--- config.mk ---
export PLATFORM = sky130hd
export DESIGN_NAME = keypad_col_scanner
export DESIGN_NICKNAME = d
export VERILOG_FILES = /design/src/rtl/keypad_col_scanner.sv
export SDC_FILE = /design/constraint.sdc
export NUM_CORES = 1
export LEC_CHECK = 0
export ABC_AREA = 0
export CORE_ASPECT_RATIO = 1.4
export CORE_MARGIN = 3
export CORE_UTILIZATION = 23
export CTS_CLUSTER_SIZE = 12
export DETAILED_ROUTE_END_ITERATION = 10
export SYNTH_ARGS = -nofsm -noshare
export SYNTH_HDL_FRONTEND = slang
export SYNTH_SLANG_ARGS = --single-unit
--- constraint.sdc ---
create_clock -name clock -period 1.5 [get_ports clock]
set_input_delay 0.15 -clock clock [delete_from_list [all_inputs] [get_ports clock]]
set_output_delay 0.15 -clock clock [all_outputs]
set_load 0.1 [all_outputs]
--- src/rtl/keypad_col_scanner.sv ---
// Column-side 4x4 keypad scanner: walks the columns, resolves the pressed key, and waits for release.
// Define KEYPAD_REPEAT_EN to emit auto-repeat key_valid pulses every REPEAT_CYCLES while the key stays held.
module keypad_col_scanner #(
    parameter int SETTLE_CYCLES = 16,
    parameter int CNT_W         = 8,
    parameter int REPEAT_CYCLES = 200
) (
    input  logic       clock,
    input  logic       reset,
    input  logic [3:0] Row,
    input  logic       S_Row,
    output logic [3:0] Col,
    output logic [3:0] key_code,
    output logic       key_valid,
    output logic       key_held,
    output logic       scan_miss,
    output logic [1:0] state_dbg
);

    localparam logic [1:0] IDLE   = 2'd0;
    localparam logic [1:0] SCAN   = 2'd1;
    localparam logic [1:0] REPORT = 2'd2;
    localparam logic [1:0] HOLD   = 2'd3;

    localparam logic [CNT_W-1:0] SETTLE_LAST = CNT_W'(SETTLE_CYCLES - 1);

    if (SETTLE_CYCLES < 3 || SETTLE_CYCLES > 255 || SETTLE_CYCLES > (1 << CNT_W) ||
        REPEAT_CYCLES < 1 || REPEAT_CYCLES > (1 << CNT_W)) begin : g_param_check
        $error("keypad_col_scanner: illegal SETTLE_CYCLES, REPEAT_CYCLES or CNT_W");
    end

    logic [3:0]       row_meta;
    logic [3:0]       row_s;
    logic [1:0]       state;
    logic [1:0]       col_idx;
    logic [CNT_W-1:0] cnt;
    logic [1:0]       row_idx;
    logic             settle_done;
    logic             miss;
    logic             repeat_fire;

    assign settle_done = (state == SCAN) && (cnt == SETTLE_LAST);
    assign miss        = settle_done && (row_s == 4'b0000) && (col_idx == 2'd3);

`ifdef KEYPAD_REPEAT_EN
    localparam logic [CNT_W-1:0] REPEAT_LAST = CNT_W'(REPEAT_CYCLES - 1);
    assign repeat_fire = (state == HOLD) && S_Row && (cnt == REPEAT_LAST);
`else
    assign repeat_fire = 1'b0;
`endif

    // Lowest active row wins when several rows respond in the same column.
    always_comb begin
        row_idx = 2'd0;
        if (row_s[3]) row_idx = 2'd3;
        if (row_s[2]) row_idx = 2'd2;
        if (row_s[1]) row_idx = 2'd1;
        if (row_s[0]) row_idx = 2'd0;
    end

    always_ff @(posedge clock) begin
        if (reset) begin
            row_meta <= 4'b0000;
            row_s    <= 4'b0000;
            state    <= IDLE;
            col_idx  <= 2'd0;
            cnt      <= '0;
            key_code <= 4'd0;
        end else begin
            row_meta <= Row;
            row_s    <= row_meta;
            case (state)
                IDLE: begin
                    if (S_Row) begin
                        state   <= SCAN;
                        col_idx <= 2'd0;
                        cnt     <= '0;
                    end
                end
                SCAN: begin
                    if (cnt == SETTLE_LAST) begin
                        cnt <= '0;
                        if (row_s != 4'b0000) begin
                            key_code <= {row_idx, col_idx};
                            state    <= REPORT;
                        end else if (col_idx != 2'd3) begin
                            col_idx <= col_idx + 2'd1;
                        end else begin
                            state <= IDLE;
                        end
                    end else begin
                        cnt <= cnt + 1'b1;
                    end
                end
                REPORT: begin
                    state <= HOLD;
                    cnt   <= '0;
                end
                HOLD: begin
                    if (!S_Row) begin
                        state <= IDLE;
                    end
`ifdef KEYPAD_REPEAT_EN
                    else if (cnt == REPEAT_LAST) begin
                        cnt <= '0;
                    end else begin
                        cnt <= cnt + 1'b1;
                    end
`endif
                end
                default: state <= IDLE;
            endcase
        end
    end

    // Strobes are gated by reset so an abort in the same cycle never leaks a pulse.
    always_comb begin
        Col = 4'b1111;
        if (!reset && state == SCAN) Col = 4'b0001 << col_idx;
    end

    assign key_valid = !reset && ((state == REPORT) || repeat_fire);
    assign key_held  = !reset && (state == HOLD) && S_Row;
    assign scan_miss = !reset && miss;
    assign state_dbg = state;

endmodule

==> results.cfg <==
[synthesis]
synth_area_sq_um = 1186
yosysSeqAreaShare = 0.4051
synth_edf_count = 0
synthArstFlopShare = 0
synth_nets = 141
ys_ff_latch = 24
syn_inst = 129
avgSynthCellArea_sq_um = 9.195
yosysUniqueCellTypes = 39
yosysWarnings = 0
synth_ff_type = dfxtp_1

[worst_setup_path]
start_kind = flop
required_ns = 1.35
critPathTopFamily = simple AND/OR/NAND/NOR gates
r2r_start = cnt[7]$_SDFFE_PP0P_
reg2reg_depth = 5
path_cells = or3_4 > nor2_4 > and4_4 > buf_12
cp_max_fo = 2
slowest_delay_ns = 0.39
startpoint = cnt[7]$_SDFFE_PP0P_
cp-end-kind = output port
worstSetupPathDepth = 4
crit_type = reg2out
crit_slowest_cell = or3_4
path_buf_inv = 1
arrival_ns = 1.47

[final_layout]
fin_area_sq_um = 2019
antenna-diode-count = 0
multi_input_area_sq_um = 772.0
fin_util = 0.4107
regArea_sq_um = 500.5
fin_nets = 191
n_fill_cell = 464
drive_gt1_frac = 0.4494
area_growth_pct = 70.25

[drt]
wl_per_cell_microns = 11.97
drt-met1-wl_mm = 1.121
wl_met2_mm = 1.626
antenna_left = 0
wl_mm = 2.897
vias = 1128
avgViaCountPerCell = 4.661
top_layer = met4
drt_pre_antenna_iters = 4
route.met3.wl_microns = 86
drt_iter0_markers = 19
drc_errors = 0

[min_path]
hp-start = Row[2]
holdPathStages = 2
hp-class = in2reg

[placement]
place_hpwl_mm = 2.066
placed_area_sq_um = 1770
io_buffers = 19
routabilityCongestion = 0.8029

[sta]
whs_ns = 0.4229
period_share = 1.081
slew_violations = 0
finalSetupViolCount = 10
worst_pin_slew_ns = 0.4177
max_freq_mhz = 616.8
min_period_ns = 1.621
grt_setup_unrepaired = true
relSlewSlack = 0.7194
setup_ws_ns = -0.1212
fin_skew_ns = 0.002099
finalSetupTns_ns = -0.4905
hold_viol_final = 0

[job]
maxCapViolations = 0

[cts]
clk_pin_slew_worst_paths_ns = 0.09
cts_hold_buf = 0
clock_latency_ns = 0.27
clock-sinks = 24
numCtsBuffers = 3
cts_tree = yes
htreeDepth = 1
cts_root_buf = clkbuf_8
clockBufferDepth = 2

[global_routing]
grt_max_degree = 18
overflow = 0
grt_usage = 0.1043
grt_pass1_vias = 1139
antenna_found_initial = 0
grt_pass1_wl_mm = 5.016

[power]
leakagePower_nw = 0.7946
max-vdd-ir-drop_v = 0.0008022
p_total_w = 0.001384
powerDensity_nw_per_um2 = 685.5

[floorplanning]
die_y_microns = 90.97
start_util = 0.2412
core_area_sq_um = 4917
die_w_microns = 66.70
num_rows = 30
die_area_sq_um = 6067
top_level_ports = 20

[status]
status = finished, violations left
violations = negative setup slack
==> logic make-up after synthesis <==
kind of cell	count (synthesis)	synth area share
and+or+nand+nor	60	0.3375
AOI/OAI and AO/OA	26	0.1445
DFF	24	0.4051
buffers and inverters	11	0.03481
adders and majority gates	5	0.05274
muxes	3	0.02532
==> synthesized netlist by cell type (2+ instances only) <==
| cell | instances | area (sq um) |
|---|---|---|
| a31oi_1 | 2 | 12.51 |
| a21oi_1 | 7 | 35.03 |
| o21ai_0 | 4 | 20.02 |
| or3_1 | 5 | 31.28 |
| ha_1 | 5 | 62.56 |
| nor2_1 | 12 | 45.04 |
| nand3_1 | 7 | 35.03 |
| clkbuf_1 | 4 | 15.01 |
| dfxtp_1 | 24 | 480.5 |
| a211o_1 | 2 | 17.52 |
| and3_1 | 2 | 12.51 |
| mux2i_1 | 3 | 30.03 |
| nand3b_1 | 2 | 15.01 |
| nor3_1 | 3 | 15.01 |
| and4b_1 | 2 | 20.02 |
| inv_1 | 7 | 26.28 |
| or2_2 | 2 | 12.51 |
| nand2b_1 | 2 | 12.51 |
| o21ai_1 | 2 | 10.01 |
| nor2b_1 | 11 | 68.82 |
| nand2_1 | 3 | 11.26 |
==> power by group <==
group | internal, W | switching (W) | total [W]
Clock | 0.000290 | 0.000219 | 0.000509
Combinational | 0.000100 | 0.000118 | 0.000218
Sequential | 0.000646 | 0.0000109 | 0.000657
==> placed cells by master, fill, tap and decap left out, types with 3 or more instances in the layout <==
cell type        Yosys  layout
inv_1                7       5
clkdlybuf4s50_1      0       6
buf_4                0      26
ha_4                 0       3
nor2_1              12      11
a21oi_1              7       7
dfxtp_4              0       4
dfxtp_1             24      16
buf_6                0       3
clkbuf_8             0       3
nor2b_1             11      11
o21ai_0              4       4
or3_4                1       5
buf_12               0      14
nand3_1              7       7
nor3_1               3       3
nand2_1              3       3
dfxtp_2              0       4
mux2i_1              3       3
==> path summary, 6_finish.rpt <==
kind | to | slack [ns]
setup reg to reg | key_code[3]$_SDFFE_PP0P_ | -0.03
hold / removal | row_meta[2]$_SDFF_PP0_ | 0.42
hold reg to reg | row_s[3]$_SDFF_PP0_ | 0.44
setup / recovery | scan_miss | -0.12
==> stage by stage <==
step / cells / worst slack, ns
floorplan: 129 / -0.09894
global placement: 227 / -0.01304
detailed placement: 227 / -0.05640
finish: 242 / -0.1212
global route: 242 / -0.1810
CTS: 241 / -0.1284
==> what timing repair did <==
action	4_1_cts	5_1_grt
endpoints found under the setup margin	11	17
setup buffers	10	1
resized for setup	18	10
pin swaps	10	6
==> cell type report <==
type / instances / share of cell area
clock buffer: 4 / 0.03284
sequential: 24 / 0.2478
multi-input combinational: 94 / 0.3823
inverter: 7 / 0.01549
timing repair buffer: 49 / 0.2819
tap: 64 / 0.03965
==> sequential cells by signal (all words and copies together) (netlist names), named ones only <==
signal and cells:
state_dbg 1, row_meta 4, col_idx 2, key_code 4
cnt 8, row_s 4
==> routing by layer <==
metal,up-vias,global-route usage
met5,-,0
met4,0,0.05085
met3,4,0.01485
met2,18,0.1896
met1,548,0.1131
li1,558,-
No activity file was read; power rests on OpenSTA's default activity.
